## config.mk

```make
export PLATFORM = sky130hd
export DESIGN_NAME = rf_write_arbiter_flat
export DESIGN_NICKNAME = d
export VERILOG_FILES = /design/src/rtl/rf_write_arbiter_pkg.sv /design/src/rtl/rf_write_arbiter_if.sv /design/src/rtl/rf_wr_rr_picker.sv /design/src/rtl/rf_write_arbiter.sv /design/src/flat_wrapper.sv
export SDC_FILE = /design/constraint.sdc
export NUM_CORES = 1
export LEC_CHECK = 0
export BUFFER_PORTS_ARGS = -buffer_cell sky130_fd_sc_hd__buf_2
export CAP_MARGIN = 20
export CORE_MARGIN = 4
export CORE_UTILIZATION = 55
export DETAILED_ROUTE_END_ITERATION = 10
export PLACE_DENSITY = 0.91
export RECOVER_POWER = 50
export SETUP_SLACK_MARGIN = 0.4
export SYNTH_ARGS = -nofsm -noshare
export SYNTH_HDL_FRONTEND = slang
export SYNTH_HIERARCHICAL = 1
export SYNTH_SLANG_ARGS = --single-unit
```

## constraint.sdc

```tcl
create_clock -name clk_i -period 7.75 [get_ports clk_i]
set_input_delay 0.775 -clock clk_i [delete_from_list [all_inputs] [get_ports clk_i]]
set_output_delay 0.775 -clock clk_i [all_outputs]
set_load 0.05 [all_outputs]
```

## src/rtl/rf_write_arbiter_pkg.sv

```systemverilog
// rf_write_arbiter_pkg: shared constants and types for the register-file
// write arbiter.
//   ADDR_LEN / DATA_LEN : default register address / write data widths
//   RF_ZERO_ADDR        : hard-wired zero register (writes to it are dropped)
//   pick_t              : one arbiter pick (valid + requester index)
//   rr_next()           : round-robin pointer advance with wrap
package rf_write_arbiter_pkg;

  localparam int ADDR_LEN     = 5;
  localparam int DATA_LEN     = 32;
  localparam int RF_ZERO_ADDR = 0;

  // Wide enough for the largest supported requester count (8).
  localparam int PICK_IDX_W = 3;

  typedef struct packed {
    logic                  vld;
    logic [PICK_IDX_W-1:0] idx;
  } pick_t;

  // Slot after the last granted one, wrapping at n.
  function automatic int rr_next(input int last, input int n);
    return (last + 1) % n;
  endfunction

endpackage

```

## src/rtl/rf_write_arbiter_if.sv

```systemverilog
// rf_write_arbiter_if: writeback request bus plus the two RAM write ports.
//   req_valid_i/req_addr_i/req_data_i : per-requester requests (flattened,
//                                       requester i at [i*W +: W])
//   req_ready_o                       : per-requester accept
//   we1_o/waddr1_o/wdata1_o           : RAM write port 1
//   we2_o/waddr2_o/wdata2_o           : RAM write port 2
//   busy_o                            : any pending entry held
// master = requesters / RAM side, slave = arbiter.
interface rf_write_arbiter_if
  import rf_write_arbiter_pkg::*;
#(
  parameter int NUM_REQ = 4,
  parameter int ADDR_W  = ADDR_LEN,
  parameter int DATA_W  = DATA_LEN
);
  logic [NUM_REQ-1:0]        req_valid_i;
  logic [NUM_REQ*ADDR_W-1:0] req_addr_i;
  logic [NUM_REQ*DATA_W-1:0] req_data_i;
  logic [NUM_REQ-1:0]        req_ready_o;
  logic                      we1_o;
  logic [ADDR_W-1:0]         waddr1_o;
  logic [DATA_W-1:0]         wdata1_o;
  logic                      we2_o;
  logic [ADDR_W-1:0]         waddr2_o;
  logic [DATA_W-1:0]         wdata2_o;
  logic                      busy_o;

  modport master (
    output req_valid_i, req_addr_i, req_data_i,
    input  req_ready_o, we1_o, waddr1_o, wdata1_o,
           we2_o, waddr2_o, wdata2_o, busy_o
  );

  modport slave (
    input  req_valid_i, req_addr_i, req_data_i,
    output req_ready_o, we1_o, waddr1_o, wdata1_o,
           we2_o, waddr2_o, wdata2_o, busy_o
  );
endinterface

```

## src/rtl/rf_wr_rr_picker.sv

```systemverilog
// rf_wr_rr_picker: combinational round-robin selector for up to two
// pending entries per cycle.
//   pend_v    : pending-entry valid bits
//   pend_addr : flattened pending addresses (entry i at [i*ADDR_W +: ADDR_W])
//   rr_ptr    : scan start position
//   pick_a    : first valid entry in scan order
//   pick_b    : next valid entry whose address differs from pick_a's
//   grant     : one-hot-or-two-hot grant vector (pick_a | pick_b)
module rf_wr_rr_picker
  import rf_write_arbiter_pkg::*;
#(
  parameter int NUM_REQ = 4,
  parameter int ADDR_W  = ADDR_LEN,
  parameter int PTR_W   = $clog2(NUM_REQ)
)(
  input  logic [NUM_REQ-1:0]        pend_v,
  input  logic [NUM_REQ*ADDR_W-1:0] pend_addr,
  input  logic [PTR_W-1:0]          rr_ptr,
  output pick_t                     pick_a,
  output pick_t                     pick_b,
  output logic [NUM_REQ-1:0]        grant
);

  logic [PTR_W-1:0]  idx;
  logic [ADDR_W-1:0] cur_addr;
  logic [ADDR_W-1:0] a_addr;

  always_comb begin
    pick_a   = '0;
    pick_b   = '0;
    grant    = '0;
    idx      = '0;
    cur_addr = '0;
    a_addr   = '0;
    for (int k = 0; k < NUM_REQ; k++) begin
      idx      = PTR_W'((int'(rr_ptr) + k) % NUM_REQ);
      cur_addr = pend_addr[int'(idx)*ADDR_W +: ADDR_W];
      if (pend_v[idx]) begin
        if (!pick_a.vld) begin
          pick_a.vld = 1'b1;
          pick_a.idx = PICK_IDX_W'(idx);
          a_addr     = cur_addr;
          grant[idx] = 1'b1;
        end else if (!pick_b.vld && cur_addr != a_addr) begin
          // Same-address entries behind A are skipped so the two RAM ports
          // never target one register in the same cycle.
          pick_b.vld = 1'b1;
          pick_b.idx = PICK_IDX_W'(idx);
          grant[idx] = 1'b1;
        end
      end
    end
  end

endmodule

```

## src/rtl/rf_write_arbiter.sv

```systemverilog
// rf_write_arbiter: shares the two register-file RAM write ports among
// NUM_REQ writeback requesters, each with a 1-entry pending buffer.
//   clk_i   : clock, rising edge
//   rst_i   : asynchronous active-high reset
//   flush_i : synchronous discard of all pending entries
//   wb      : request bus, RAM write ports and busy (rf_write_arbiter_if.slave)
// Request accepted at edge N is pending in N+1, can be granted in N+1 and
// appears on the registered write port during N+2.
module rf_write_arbiter
  import rf_write_arbiter_pkg::*;
#(
  parameter int NUM_REQ   = 4,
  parameter int ADDR_W    = ADDR_LEN,
  parameter int DATA_W    = DATA_LEN,
  parameter int DROP_ZERO = 1
)(
  input logic               clk_i,
  input logic               rst_i,
  input logic               flush_i,
  rf_write_arbiter_if.slave wb
);

  localparam int PTR_W = $clog2(NUM_REQ);

  logic [NUM_REQ-1:0]             pend_v;
  logic [NUM_REQ-1:0][ADDR_W-1:0] pend_addr;
  logic [NUM_REQ-1:0][DATA_W-1:0] pend_data;
  logic [PTR_W-1:0]               rr_ptr;

  pick_t              pick_a, pick_b;
  logic [NUM_REQ-1:0] grant, ready, accept;
  logic [PTR_W-1:0]   a_idx, b_idx, last_idx;
  logic               a_zero, b_zero, a_wr, b_wr;

  logic              we1_q, we2_q;
  logic [ADDR_W-1:0] waddr1_q, waddr2_q;
  logic [DATA_W-1:0] wdata1_q, wdata2_q;

  rf_wr_rr_picker #(
    .NUM_REQ (NUM_REQ),
    .ADDR_W  (ADDR_W),
    .PTR_W   (PTR_W)
  ) u_picker (
    .pend_v    (pend_v),
    .pend_addr (pend_addr),
    .rr_ptr    (rr_ptr),
    .pick_a    (pick_a),
    .pick_b    (pick_b),
    .grant     (grant)
  );

  assign a_idx    = PTR_W'(pick_a.idx);
  assign b_idx    = PTR_W'(pick_b.idx);
  assign last_idx = pick_b.vld ? b_idx : a_idx;

  // Zero-register entries retire through a pick but never raise we.
  assign a_zero = (DROP_ZERO != 0) && (pend_addr[a_idx] == ADDR_W'(RF_ZERO_ADDR));
  assign b_zero = (DROP_ZERO != 0) && (pend_addr[b_idx] == ADDR_W'(RF_ZERO_ADDR));
  assign a_wr   = pick_a.vld && !a_zero;
  assign b_wr   = pick_b.vld && !b_zero;

  // Ready depends only on registered state, flush and reset, so there is no
  // path from the request inputs to any output. A granted slot frees up in
  // the same cycle, giving one write per requester per cycle.
  assign ready  = (~pend_v | grant) & {NUM_REQ{~(rst_i | flush_i)}};
  assign accept = wb.req_valid_i & ready;

  always_ff @(posedge clk_i or posedge rst_i) begin
    if (rst_i) begin
      pend_v    <= '0;
      pend_addr <= '0;
      pend_data <= '0;
    end else begin
      for (int i = 0; i < NUM_REQ; i++) begin
        if (flush_i) begin
          pend_v[i] <= 1'b0;
        end else if (accept[i]) begin
          pend_v[i]    <= 1'b1;
          pend_addr[i] <= wb.req_addr_i[i*ADDR_W +: ADDR_W];
          pend_data[i] <= wb.req_data_i[i*DATA_W +: DATA_W];
        end else if (grant[i]) begin
          pend_v[i] <= 1'b0;
        end
      end
    end
  end

  // Write ports and scheduler pointer. Flush discards this cycle's picks
  // and leaves the pointer where it is; addr/data hold when not writing.
  always_ff @(posedge clk_i or posedge rst_i) begin
    if (rst_i) begin
      rr_ptr   <= '0;
      we1_q    <= 1'b0;
      waddr1_q <= '0;
      wdata1_q <= '0;
      we2_q    <= 1'b0;
      waddr2_q <= '0;
      wdata2_q <= '0;
    end else begin
      we1_q <= 1'b0;
      we2_q <= 1'b0;
      if (!flush_i) begin
        if (a_wr) begin
          we1_q    <= 1'b1;
          waddr1_q <= pend_addr[a_idx];
          wdata1_q <= pend_data[a_idx];
        end
        if (b_wr) begin
          we2_q    <= 1'b1;
          waddr2_q <= pend_addr[b_idx];
          wdata2_q <= pend_data[b_idx];
        end
        if (pick_a.vld)
          rr_ptr <= PTR_W'(rr_next(int'(last_idx), NUM_REQ));
      end
    end
  end

  assign wb.req_ready_o = ready;
  assign wb.we1_o       = we1_q;
  assign wb.waddr1_o    = waddr1_q;
  assign wb.wdata1_o    = wdata1_q;
  assign wb.we2_o       = we2_q;
  assign wb.waddr2_o    = waddr2_q;
  assign wb.wdata2_o    = wdata2_q;
  assign wb.busy_o      = |pend_v;

endmodule

```

## src/flat_wrapper.sv

```systemverilog
// flat-port wrapper written by rule: the top's interface ports become plain ports
module rf_write_arbiter_flat import rf_write_arbiter_pkg::*;
#(
  parameter int NUM_REQ   = 4,
  parameter int ADDR_W    = ADDR_LEN,
  parameter int DATA_W    = DATA_LEN,
  parameter int DROP_ZERO = 1
)
  (clk_i, rst_i, flush_i, wb_req_valid_i, wb_req_addr_i, wb_req_data_i, wb_req_ready_o, wb_we1_o, wb_waddr1_o, wb_wdata1_o, wb_we2_o, wb_waddr2_o, wb_wdata2_o, wb_busy_o);
  rf_write_arbiter_if #(.NUM_REQ(NUM_REQ), .ADDR_W(ADDR_W), .DATA_W(DATA_W)) wb_i ();
  input logic clk_i;
  input logic rst_i;
  input logic flush_i;
  input wire logic [$bits(wb_i.req_valid_i)-1:0] wb_req_valid_i;
  input wire logic [$bits(wb_i.req_addr_i)-1:0] wb_req_addr_i;
  input wire logic [$bits(wb_i.req_data_i)-1:0] wb_req_data_i;
  output wire logic [$bits(wb_i.req_ready_o)-1:0] wb_req_ready_o;
  output wire logic [$bits(wb_i.we1_o)-1:0] wb_we1_o;
  output wire logic [$bits(wb_i.waddr1_o)-1:0] wb_waddr1_o;
  output wire logic [$bits(wb_i.wdata1_o)-1:0] wb_wdata1_o;
  output wire logic [$bits(wb_i.we2_o)-1:0] wb_we2_o;
  output wire logic [$bits(wb_i.waddr2_o)-1:0] wb_waddr2_o;
  output wire logic [$bits(wb_i.wdata2_o)-1:0] wb_wdata2_o;
  output wire logic [$bits(wb_i.busy_o)-1:0] wb_busy_o;
  assign wb_i.req_valid_i = wb_req_valid_i;
  assign wb_i.req_addr_i = wb_req_addr_i;
  assign wb_i.req_data_i = wb_req_data_i;
  assign wb_req_ready_o = wb_i.req_ready_o;
  assign wb_we1_o = wb_i.we1_o;
  assign wb_waddr1_o = wb_i.waddr1_o;
  assign wb_wdata1_o = wb_i.wdata1_o;
  assign wb_we2_o = wb_i.we2_o;
  assign wb_waddr2_o = wb_i.waddr2_o;
  assign wb_wdata2_o = wb_i.wdata2_o;
  assign wb_busy_o = wb_i.busy_o;
  rf_write_arbiter #(.NUM_REQ(NUM_REQ), .ADDR_W(ADDR_W), .DATA_W(DATA_W), .DROP_ZERO(DROP_ZERO)) u_core (.clk_i(clk_i), .rst_i(rst_i), .flush_i(flush_i), .wb(wb_i));
endmodule
```

After elaboration in Yosys (flattened, before gate mapping)
Index checks and enable logic that the tools add are counted.
{"block": "op_classes", "order_cmp": 10, "div": 0, "mux": 72, "add_sub_neg": 4, "eq_ne": 3, "bitwise_logic": 10, "n_reduce_logical": 26, "shifts": 4, "n_mul": 4}
{"operator": "32-bit binary-select mux with 2-bit select", "count": 2}
{"operator": "4-bit two-way mux", "count": 23}
{"operator": "20-bit by 6-bit variable part select with 5-bit output", "count": 4}
{"operator": "32-bit two-way mux", "count": 2}
{"operator": "5-bit two-way mux", "count": 7}
{"operator": "1-bit two-way mux", "count": 24}
{"operator": "5-bit binary-select mux with 2-bit select", "count": 2}
{"operator": "2-bit by 3-bit multiplier with 5-bit output (second input constant)", "count": 4}
{"operator": "2-bit by 3-bit < comparator with 1-bit output (second input constant)", "count": 6}
{"operator": "4-bit bitwise OR", "count": 4}
{"operator": "5-bit != test", "count": 3}
{"operator": "2-bit AND reduction", "count": 7}
{"operator": "3-bit nonzero test", "count": 4}
{"operator": "5-bit zero test", "count": 2}
{"operator": "3-bit two-way mux", "count": 3}
{"operator": "4-bit AND", "count": 2}
{"operator": "1-bit binary-select mux with 2-bit select", "count": 4}
{"operator": "1-bit demux with 2-bit select", "count": 4}
{"operator": "2-bit by 1-bit >= comparator with 1-bit output (second input constant)", "count": 4}
{"operator": "1-bit logical AND", "count": 8}
{"operator": "2-bit by 1-bit adder with 2-bit output (second input constant)", "count": 2}
{"operator": "2-bit adder (second input constant)", "count": 2}
{"operator": "1-bit zero test", "count": 4}
{"operator": "4-bit inverter", "count": 1}
{"operator": "4 further kinds", "count": 5}
{"block": "totals", "latch_bits": 0, "mem_bits_rw": 0, "inputBits": 155, "mem_bits_ro": 0, "register_bits": 230, "mem_count": 0}

Logic depth before layout (Yosys ltp)
Gate-level depths: netlist (run 1).
{"block": "depth", "word_depth": 24, "ltp_mapped": 22, "ltp_nobuf": 13}

By module
The synthesis (run 1) kept the hierarchy.
{"mod": "rf_write_arbiter", "instances": 1, "area_per_inst_um2": 10613.9, "cells_each": 617}
{"mod": "rf_wr_rr_picker", "instances": 1, "area_per_inst_um2": 1983.2, "cells_each": 211}

Worst setup path before layout (run 1)
No wires, ideal clock.
{"block": "synth_path", "path_kind": "reg-to-reg", "startpoint": "register u_core.rr_ptr[0]", "endpoint": "register u_core/pend_data[73] (netlist bit)", "required_ns": 7.625, "setup_ns": 0.125, "path_stages_with_launch": 20, "arrival_ns": 5.735, "slack_ns": 1.891, "path_cell_list": "dfrtp_1 buf_6 buf_12 buf_2 inv_1 ha_1 clkbuf_1 mux4_2 xnor2_1 nand4_1 a221oi_2 or2_2 a21oi_2 o311ai_1 nand2b_1 nor3b_1 nand2_1 clkbuf_1 buf_1 mux2_2"}
{"block": "synth_via", "elab_chain_len": 21}
{"element": "from (decl)", "line_no": "rf_write_arbiter.sv:28", "source": "logic [PTR_W-1:0] rr_ptr;"}
{"element": "from (signal assigned)", "line_no": "rf_write_arbiter.sv:114", "source": "rr_ptr <= PTR_W'(rr_next(int'(last_idx), NUM_REQ));"}
{"element": "2-bit by 1-bit adder with 2-bit output, or another cell as far along", "line_no": "rf_wr_rr_picker.sv:36", "source": "idx = PTR_W'((int'(rr_ptr) + k) % NUM_REQ);"}
{"element": "2-bit by 3-bit multiplier with 5-bit output, or another cell as far along", "line_no": "rf_wr_rr_picker.sv:37", "source": "cur_addr = pend_addr[int'(idx)*ADDR_W +: ADDR_W];"}
{"element": "20-bit by 6-bit variable part select with 5-bit output, or another cell as far along", "line_no": "rf_wr_rr_picker.sv:37"}
{"element": "5-bit != test, or another cell as far along", "line_no": "rf_wr_rr_picker.sv:44", "source": "end else if (!pick_b.vld && cur_addr != a_addr) begin"}
{"element": "4-bit two-way mux, or another cell as far along", "line_no": "rf_wr_rr_picker.sv:44"}
{"element": "4-bit two-way mux or 4-bit bitwise OR (tied branches)"}
{"element": "4-bit two-way mux, on equally long branches", "line_no": "rf_wr_rr_picker.sv:38, rf_wr_rr_picker.sv:44"}
{"element": "1-bit zero test or 4-bit two-way mux (tied branches)", "line_no": "rf_wr_rr_picker.sv:44, rf_wr_rr_picker.sv:39"}
{"element": "(+7 left out)"}
{"element": "4-bit two-way mux", "line_no": "rf_wr_rr_picker.sv:39", "source": "if (!pick_a.vld) begin"}
{"element": "4-bit two-way mux *", "line_no": "rf_wr_rr_picker.sv:38", "source": "if (pend_v[idx]) begin"}
{"element": "named net u_core.grant[2]", "line_no": "rf_write_arbiter.sv:31", "source": "logic [NUM_REQ-1:0] grant, ready, accept;"}
{"element": "4-bit bitwise OR *", "line_no": "rf_write_arbiter.sv:65", "source": "assign ready = (~pend_v | grant) & {NUM_REQ{~(rst_i | flush_i)}};"}
{"element": "4-bit AND *", "line_no": "rf_write_arbiter.sv:65"}
{"element": "named net wb_req_ready_o[2]", "line_no": "flat_wrapper.sv:17", "source": "output wire logic [$bits(wb_i.req_ready_o)-1:0] wb_req_ready_o;"}
{"element": "4-bit AND *", "line_no": "rf_write_arbiter.sv:66", "source": "assign accept = wb.req_valid_i & ready;"}
{"element": "2-bit AND reduction (no source line) *"}
{"element": "to (signal, indexed assignment)", "line_no": "rf_write_arbiter.sv:80", "source": "pend_data[i] <= wb.req_data_i[i*DATA_W +: DATA_W];"}
{"element": "to (decl)", "line_no": "rf_write_arbiter.sv:27", "source": "logic [NUM_REQ-1:0][DATA_W-1:0] pend_data;"}
The timed path passes the listed nets; every way through them passes the cells marked *. The select of a mux whose other input is x is not followed.
A chain may end at the register's enable or synchronous reset.

==> impl_metrics.env, run 1 <==
export IMPL_critPathArrivalTime_ps=6370
export IMPL_relSlewSlack_pct=-163
export IMPL_syn_area_mm2=0.0126
export IMPL_core_area_mm2=0.0226
export IMPL_cp_start_kind="register"
export IMPL_period_share_pct=77.0
export IMPL_crit_buf_inv=3
export IMPL_violations="capacitance limit, slew limit"
export IMPL_cp_required_ps=8150
export IMPL_slowest_stage="ha_1"
export IMPL_worst_pin_slew_ps=3940
export IMPL_max_freq_ghz=0.168
export IMPL_die_h_um=159
export IMPL_critPathKind="reg -> reg"
export IMPL_grt_overflow_total=0
export IMPL_tns_ps=0
export IMPL_cts_buffers=24
export IMPL_routed_via_density=6.32
export IMPL_globalplace_congestion=0.861
export IMPL_grt_pass1_wl_um=51400
export IMPL_netlist_instances=825
export IMPL_initial_core_util_pct=55.7
export IMPL_hold_buffers=0
export IMPL_skew_ps=17.2
export IMPL_hold_violations=0
export IMPL_cp_top_family="multiplexers"
export IMPL_dp_hpwl_um=22600
export IMPL_clock_latency_ps=520
export IMPL_cts_sinks=230
export IMPL_yosys_warnings=6
export IMPL_cts_root_buf="clkbuf_16"
export IMPL_final_layout_size_suffix_gt1_share_pct=52.0
export IMPL_port_buffer_count=235
export IMPL_fin_crit_ps=5970
export IMPL_area_growth_pct=16.5
export IMPL_final_common_cell="dfrtp_1"
export IMPL_first_iter_violations=596
export IMPL_post_cts_setup_buffers=0
export IMPL_grt_max_degree=148
export IMPL_maxSlewViolCount=75
export IMPL_syn_area_per_cell_um2=15.2
export IMPL_io_pins=236
export IMPL_grt_pass1_vias=9073
export IMPL_num_vias=8566
export IMPL_rsz0062_at_grt="false"
export IMPL_path_clk_slew_ps=60
export IMPL_crit_fanout=23
export IMPL_nNetsFinal=1213
export IMPL_min_path_type="in -> reg"
export IMPL_setup_viol=0
export IMPL_cts_tree="built"
export IMPL_fp_dieW_um=159
export IMPL_wl_per_cell_um=24.2
export IMPL_grt_total_usage_pct=25.6
export IMPL_antenna_found_initial=9
export IMPL_num_rows=55
export IMPL_die_area_mm2=0.0254
export IMPL_routed_wl_um=32800
export IMPL_ant_nets=0
export IMPL_final_cell_mix="dfrtp_1, mux2_2, buf_2"
export IMPL_end_kind="register"
export IMPL_drc=0
export IMPL_htree_levels=1
export IMPL_cp_cell_sequence="inv_1 > ha_1 > mux4_2 > and3b_1 > nor3_1 > o32ai_1 > a211oi_1 > o221ai_1 > o21ai_4 > buf_4 > mux4_2 > or3_1 > o31a_2 > buf_4 > mux2_4"
export IMPL_synth_nets=989
export IMPL_clockBufferDepth=3
export IMPL_drv_cap=1
export IMPL_critPathMaxStageDelay_ps=960
export IMPL_drt_pre_antenna_iters=6
export IMPL_outcome="complete, but fails checks"
export IMPL_post_cts_resized=0
layer usage:
metal / vias up / wire length (µm) / track usage (%)
met2: 433 / 16400 / 43.1
met5: - / 55 / 0
met4: 8 / 1030 / 8.92
li1: 3640 / - / -
met1: 4401 / 12800 / 33.3
met3: 84 / 2510 / 5.41
sequential cells by signal, summed over array words and instances, names as in the netlist:
name	count
u_core/wb.wdata2_o	32
u_core/wb.we1_o	1
u_core/wb.we2_o	1
u_core/rr_ptr	2
u_core/pend_v	4
u_core/wb.wdata1_o	32
u_core/pend_addr	20
u_core/wb.waddr2_o	5
u_core/pend_data	128
u_core/wb.waddr1_o	5
cell type report:
cell class	count	area [µm²]
fill	1634	7910
multi-input combinational	520	6460
sequential	230	5760
timing repair buffer	254	1220
clock buffer	34	698
tap	285	357
clock inverter	9	83.8
inverter	19	78.8
antenna	4	10.0
worst reg2reg max path, delay by kind of cell, from the launching register on:
family	cells	cell delay, ps
AOI/OAI and AO/OA	5	1360
adders and majority gates	1	960
buffers and inverters	3	820
DFF	1	360
muxes	3	1530
and+or+nand+nor	3	840
final timing paths:
kind / from / endpoint / slack [ps] / cells after the start
worst max-delay path: u_core/rr_ptr[0]$_DFFE_PP0P_ / u_core/wb.wdata2_o[13]$_DFFE_PP0P_ / 1780 / 15
worst min-delay path: wb_req_data_i[82] / u_core/pend_data[82]$_DFFE_PP0P_ / 480 / 2
worst max register to register: u_core/rr_ptr[0]$_DFFE_PP0P_ / u_core/wb.wdata2_o[13]$_DFFE_PP0P_ / 1780 / 15
worst min register to register: u_core/wb.waddr1_o[0]$_DFFE_PP0P_ / u_core/wb.waddr1_o[0]$_DFFE_PP0P_ / 510 / 1
max in group asynchronous: rst_i / u_core/pend_addr[10]$_DFFE_PP0P_ / 2280 / 4
min in group asynchronous: rst_i / u_core/pend_v[3]$_DFFE_PP0P_ / 570 / 2
per-stage QoR:
step                      instances  hold slack (ps)  utilization [%]  area [µm²]  setup slack [ps]
after CTS                      1350              466             65.3       14700              1830
after floorplan                 825              491                -       12600               670
after global routing           1355              462             64.9       14700              1210
final                          1355              483             64.9       14700              1780
after detailed placement       1307              479             61.9       14000              1850
after global placement         1307              487             61.9       14000              2020
Power of run 1 is left out: the tool's default activity adds up to more than one toggle a clock period on the data nets, which glitch-free logic cannot reach.
==> run 2, diff against run 1 <==
--- a/config.mk
+++ b/config.mk
@@ -8,9 +8,9 @@
 export BUFFER_PORTS_ARGS = -buffer_cell sky130_fd_sc_hd__buf_2
 export CAP_MARGIN = 20
 export CORE_MARGIN = 4
-export CORE_UTILIZATION = 55
+export CORE_UTILIZATION = 51
 export DETAILED_ROUTE_END_ITERATION = 10
-export PLACE_DENSITY = 0.91
+export PLACE_DENSITY = 0.89
 export RECOVER_POWER = 50
 export SETUP_SLACK_MARGIN = 0.4
 export SYNTH_ARGS = -nofsm -noshare
==> constraint.sdc (replaced) <==
create_clock -name clk_i -period 4.79 [get_ports clk_i]
set_input_delay 0.479 -clock clk_i [delete_from_list [all_inputs] [get_ports clk_i]]
set_output_delay 0.479 -clock clk_i [all_outputs]
set_load 0.05 [all_outputs]
==> run 2 against run 1 <==
Hold slack got worse by 320 ps. Critical endpoint is now u_core/wb.wdata2_o[0]$_DFFE_PP0P_. Critical path depth rose by 3. Utilization grew 0.65 points. Final cell count grew 8.5%. Clock skew decreased by 1.7 ps. The run still ends with capacitance limit, slew limit left. Die area is 7.4% higher. Clock-buffer cell count rose by 4.
==> impl_metrics.env, run 2 (same netlist as run 1, synthesis figures left out) <==
export IMPL_drv_cap=2
export IMPL_die_h_um=165
export IMPL_cp_start_kind="register"
export IMPL_rsz0062_at_grt="true"
export IMPL_drt_pre_antenna_iters=7
export IMPL_p_leak_nw=6.79
export IMPL_startpoint="u_core/rr_ptr[0]$_DFFE_PP0P_"
export IMPL_initial_core_util_pct=51.7
export IMPL_io_pins=236
export IMPL_total_power_mw=14.5
export IMPL_clock_latency_ps=540
export IMPL_min_path_type="in -> reg"
export IMPL_reg2reg_from="u_core/rr_ptr[0]$_DFFE_PP0P_"
export IMPL_htree_levels=1
export IMPL_die_area_mm2=0.0272
export IMPL_max_freq_ghz=0.214
export IMPL_largest_reg_flops=128
export IMPL_grt_max_degree=98
export IMPL_cp_required_ps=5210
export IMPL_r2r_setup_slack_ps=120
export IMPL_outcome="complete, but fails checks"
export IMPL_relSlewSlack_pct=-58.1
export IMPL_ant_nets=0
export IMPL_clockBufferDepth=3
export IMPL_antenna_found_initial=4
export IMPL_end_kind="register"
export IMPL_grt_pass1_vias=9269
export IMPL_area_growth_pct=26.8
export IMPL_power_density_mw_per_mm2=912
export IMPL_skew_ps=15.5
export IMPL_drc=0
export IMPL_fp_dieW_um=165
export IMPL_first_iter_violations=760
export IMPL_grt_total_usage_pct=25.6
export IMPL_setup_viol=0
export IMPL_peakVddDrop_v=0.000509
export IMPL_wl_per_cell_um=25.5
export IMPL_violations="capacitance limit, slew limit"
export IMPL_hold_ws_ps=162
export IMPL_maxSlewViolCount=139
export IMPL_cts_tree="built"
export IMPL_grt_overflow_total=0
export IMPL_critPathArrivalTime_ps=5100
export IMPL_final_cell_mix="dfrtp_1, mux2_2, buf_2"
export IMPL_routed_via_density=6.07
export IMPL_period_share_pct=97.6
export IMPL_worst_pin_slew_ps=2370
export IMPL_hold_violations=0
export IMPL_core_area_mm2=0.0243
export IMPL_num_vias=8917
export IMPL_path_clk_slew_ps=60
export IMPL_routed_wl_um=37500
export IMPL_cts_sinks=230
export IMPL_cts_buffers=26
export IMPL_final_common_cell="dfrtp_1"
export IMPL_final_layout_size_suffix_gt1_share_pct=58.3
export IMPL_critPathKind="reg -> reg"
export IMPL_largest_register="u_core/pend_data"
export IMPL_nFillCells=1733
export IMPL_num_rows=57
export IMPL_worstHoldStart="wb_req_data_i[30]"
export IMPL_fin_crit_ps=4670
export IMPL_port_buffer_count=235
export IMPL_grt_pass1_wl_um=53400
export IMPL_post_route_util_pct=65.6
export IMPL_globalplace_congestion=0.868
export IMPL_crit_fanout=9
export IMPL_nNetsFinal=1291
export IMPL_dp_hpwl_um=23400
export IMPL_cts_root_buf="clkbuf_16"
==> run 2: changes by cell type in the layout (fill, tap and decap cells not counted), sizes merged <==
| cell | change |
|---|---|
| clkinvlp | +1 |
| buf | +64 |
| diode | -2 |
| bufinv | -1 |
| clkinv | -3 |
| inv | +1 |
| dlygate4sd3 | +1 |
| clkbuf | +15 |
==> run 2: path summary, 6_finish.rpt <==
| check | endpoint | depth (start not counted) |
|---|---|---|
| max reg2reg | u_core/wb.wdata2_o[0]$_DFFE_PP0P_ | 18 |
| min reg2reg | u_core/wb.wdata2_o[29]$_DFFE_PP0P_ | 1 |
| max | u_core/wb.wdata2_o[0]$_DFFE_PP0P_ | 18 |
| max in group asynchronous | u_core/rr_ptr[1]$_DFFE_PP0P_ | 5 |
| min | u_core/pend_data[30]$_DFFE_PP0P_ | 2 |
| min in group asynchronous | u_core/pend_v[2]$_DFFE_PP0P_ | 3 |
==> run 2: cell type report <==
class	count	area [µm²]	share of cell area, %
multi-input combinational	520	6720	42.1
sequential	230	5760	36.1
timing repair buffer	330	2170	13.6
clock buffer	38	746	4.67
tap	324	405	2.54
inverter	19	82.6	0.518
clock inverter	7	70.1	0.439
antenna	2	5.00	0.0314
==> run 2: where the power goes <==
part	leakage [nW]	internal [mW]	switching, mW
sequential	2.75	2.80	0.751
clock	0.397	1.08	0.793
combinational	3.64	4.38	4.75
==> run 2: per-stage QoR <==
stage	TNS, ps	instances	setup WS, ps	cell area [µm²]
final	0	1470	115	16000
after detailed placement	-17.3	1376	-7.36	14400
after global placement	0	1376	33.0	14400
after CTS	0	1447	214	15700
after floorplan	0	825	42.6	12800
after global routing	-35.2	1469	-10.8	15900
==> run 2: routing by layer <==
metal | GRT usage [%] | share of wire (%) | routed length [µm] | vias up
met5 | 0 | 0.099 | 37 | -
met4 | 7.41 | 3.2 | 1210 | 6
met3 | 5.17 | 8.3 | 3100 | 80
met2 | 43.5 | 51 | 19000 | 410
met1 | 33.6 | 38 | 14200 | 4617
li1 | - | - | - | 3804
==> run 2: worst max-delay path, cell delays in order, from the launching register on <==
cell	delay, ps
dfrtp_2	420
buf_6	130
buf_6	100
buf_6	100
mux4_2	580
buf_4	180
buf_4	130
a22oi_2	210
a221oi_2	90
buf_4	160
or2_4	270
a2bb2oi_2	150
o21ai_4	130
buf_6	150
mux4_2	500
or3_4	360
o31a_4	380
buf_12	190
mux2_4	300
==> run 2: timing repair <==
action,4_1_cts,5_1_grt
endpoints found under the setup margin,74,149
pin swaps,6,10
buffers inserted,23,8
cloned,3,11
resized for setup,47,26
hold endpoints to repair,0,3
hold buffers,0,1
Power figures use the tool's default switching activity.
==> run 3, diff against run 2 <==
--- a/config.mk
+++ b/config.mk
@@ -7,8 +7,10 @@
 export LEC_CHECK = 0
 export BUFFER_PORTS_ARGS = -buffer_cell sky130_fd_sc_hd__buf_2
 export CAP_MARGIN = 20
+export CELL_PAD_IN_SITES_DETAIL_PLACEMENT = 1
+export CELL_PAD_IN_SITES_GLOBAL_PLACEMENT = 2
 export CORE_MARGIN = 4
-export CORE_UTILIZATION = 51
+export CORE_UTILIZATION = 36
 export DETAILED_ROUTE_END_ITERATION = 10
 export PLACE_DENSITY = 0.89
 export RECOVER_POWER = 50
==> run 3 against run 2 <==
The run still ends with capacitance limit, slew limit left. Via count shrank 0.67%. Critical path depth stayed put. Non-clock buffer count increased by 15. Utilization is 18 points lower. Highest routed layer unchanged.
==> impl_metrics.env, run 3 (same netlist as run 1, synthesis figures left out) <==
export IMPL_outcome="complete, but fails checks"
export IMPL_violations="capacitance limit, slew limit"
export IMPL_end_kind="register"
export IMPL_die_h_um=195
export IMPL_dp_hpwl_um=26800
export IMPL_ant_nets=0
export IMPL_grt_pass1_wl_um=61200
export IMPL_slowest_stage="mux4_2"
export IMPL_switching_share_pct=42.5
export IMPL_relSlewSlack_pct=-94.9
export IMPL_rsz0062_at_grt="true"
export IMPL_worst_pin_slew_ps=2920
export IMPL_cts_tree="built"
export IMPL_p_comb_share_pct=63.6
export IMPL_drv_cap=4
export IMPL_grt_total_usage_pct=20.5
export IMPL_first_iter_violations=548
export IMPL_core_area_mm2=0.0345
export IMPL_grt_max_degree=113
export IMPL_busiest_layer="met2"
export IMPL_num_vias=8857
export IMPL_fp_dieW_um=195
export IMPL_critPathKind="reg -> reg"
export IMPL_use_met1_pct=27.3
export IMPL_p_leak_nw=7.06
export IMPL_crit_buf_inv=6
export IMPL_post_route_util_pct=47.4
export IMPL_p_int_mw=8.86
export IMPL_period_share_pct=95.5
export IMPL_antenna_found_initial=8
export IMPL_nNetsFinal=1307
export IMPL_dp_worst_setup_slack_ps=-83.9
export IMPL_skew_ps=22.4
export IMPL_wl_per_cell_um=25.5
export IMPL_cts_sinks=230
export IMPL_grt_pass1_vias=9777
export IMPL_largest_register="u_core/pend_data"
export IMPL_critPathArrivalTime_ps=5010
export IMPL_setup_viol=0
export IMPL_cp_required_ps=5220
export IMPL_cts_root_buf="clkbuf_16"
export IMPL_port_buffer_count=235
export IMPL_fin_crit_ps=4580
export IMPL_grtUsageMet3_pct=5.08
export IMPL_clock_latency_ps=550
export IMPL_final_layout_size_suffix_gt1_share_pct=61.6
export IMPL_peakVddDrop_v=0.000371
export IMPL_io_pins=236
export IMPL_cp_cell_sequence="buf_12 > buf_4 > mux2_4 > mux2i_4 > inv_4 > and4bb_2 > a22oi_2 > a221oi_2 > buf_4 > or2_4 > a2bb2oi_2 > o21ai_4 > buf_6 > mux4_2 > or3_4 > o31a_4 > buf_12 > mux2_4"
export IMPL_final_cell_mix="dfrtp_1, buf_2, mux2_2"
export IMPL_cp_top_family="multiplexers"
export IMPL_initial_core_util_pct=36.4
export IMPL_maxSlewViolCount=226
export IMPL_globalplace_congestion=0.844
export IMPL_use_met2_pct=34.3
export IMPL_drt_pre_antenna_iters=5
export IMPL_hold_violations=0
export IMPL_p_switching_mw=6.56
export IMPL_hold_buffers=0
export IMPL_routed_via_density=5.47
export IMPL_crit_fanout=11
export IMPL_power_density_mw_per_mm2=941
export IMPL_cts_buffers=27
export IMPL_routed_wl_um=41200
export IMPL_hold_ws_ps=157
export IMPL_drc=0
export IMPL_die_area_mm2=0.0380
export IMPL_setup_slack_ps=215
export IMPL_grt_overflow_total=0
export IMPL_total_power_mw=15.4
export IMPL_power_frac_seq_pct=22.8
export IMPL_min_path_type="in -> reg"
export IMPL_stdcell_count=1618
export IMPL_num_rows=68
export IMPL_path_clk_slew_ps=60
export IMPL_dp_cells=1510
export IMPL_clkPwrFrac_pct=13.6
export IMPL_critPathMaxStageDelay_ps=500
export IMPL_clockBufferDepth=3
export IMPL_htree_levels=1
export IMPL_final_common_cell="dfrtp_1"
export IMPL_area_growth_pct=30.3
export IMPL_largest_reg_flops=128
export IMPL_max_freq_ghz=0.219
export IMPL_cp_start_kind="register"
## run 3: layer usage
metal  routed length (µm)  vias to the layer above
li1                     -                     3837
met1                17500                     4691
met2                20400                      255
met3                 2560                       60
met4                  702                       14
met5                   91                        -
## run 3: area by class of cell
class	count	area [µm²]
inverter	19	82.6
timing repair buffer	345	2390
sequential	230	5760
antenna	1	2.50
clock buffer	36	769
fill	3554	18200
multi-input combinational	520	6690
tap	455	569
clock inverter	12	133
## run 3: power by group through the flow
stage | Combinational [mW] | Sequential (mW) | Clock [mW]
3_5_place_dp | 8.50 | 3.52 | 0
4_1_cts | 9.40 | 3.50 | 2.14
2_1_floorplan | 5.48 | 4.40 | 0
5_1_grt | 10.3 | 3.61 | 2.24
6_report | 9.81 | 3.51 | 2.09
3_3_place_gp | 8.34 | 3.46 | 0
## run 3: worst paths after layout
kind,startpoint,endpoint,slack (ps),cells after the start
max,u_core/rr_ptr[0]$_DFFE_PP0P_,u_core/wb.wdata2_o[12]$_DFFE_PP0P_,210,18
min,wb_req_data_i[2],u_core/pend_data[2]$_DFFE_PP0P_,160,2
max reg2reg,u_core/rr_ptr[0]$_DFFE_PP0P_,u_core/wb.wdata2_o[12]$_DFFE_PP0P_,210,18
min reg2reg,u_core/wb.wdata2_o[26]$_DFFE_PP0P_,u_core/wb.wdata2_o[26]$_DFFE_PP0P_,510,1
max in group asynchronous,rst_i,u_core/pend_data[11]$_DFFE_PP0P_,1050,4
min in group asynchronous,rst_i,u_core/wb.wdata1_o[31]$_DFFE_PP0P_,240,2
## run 3: timing repair
action | CTS | global route
gates resized for setup | 55 | 19
endpoints found under the setup margin | 173 | 204
pin swaps | 18 | 5
buffers inserted | 30 | 15
cloned | 5 | 8
## run 3: through the flow
| step | TNS (ps) | area [µm²] |
|---|---|---|
| after floorplan | 0 | 12800 |
| after global placement | 0 | 14600 |
| after detailed placement | -1710 | 14600 |
| after CTS | 0 | 16100 |
| after global routing | 0 | 16400 |
| final | 0 | 16400 |
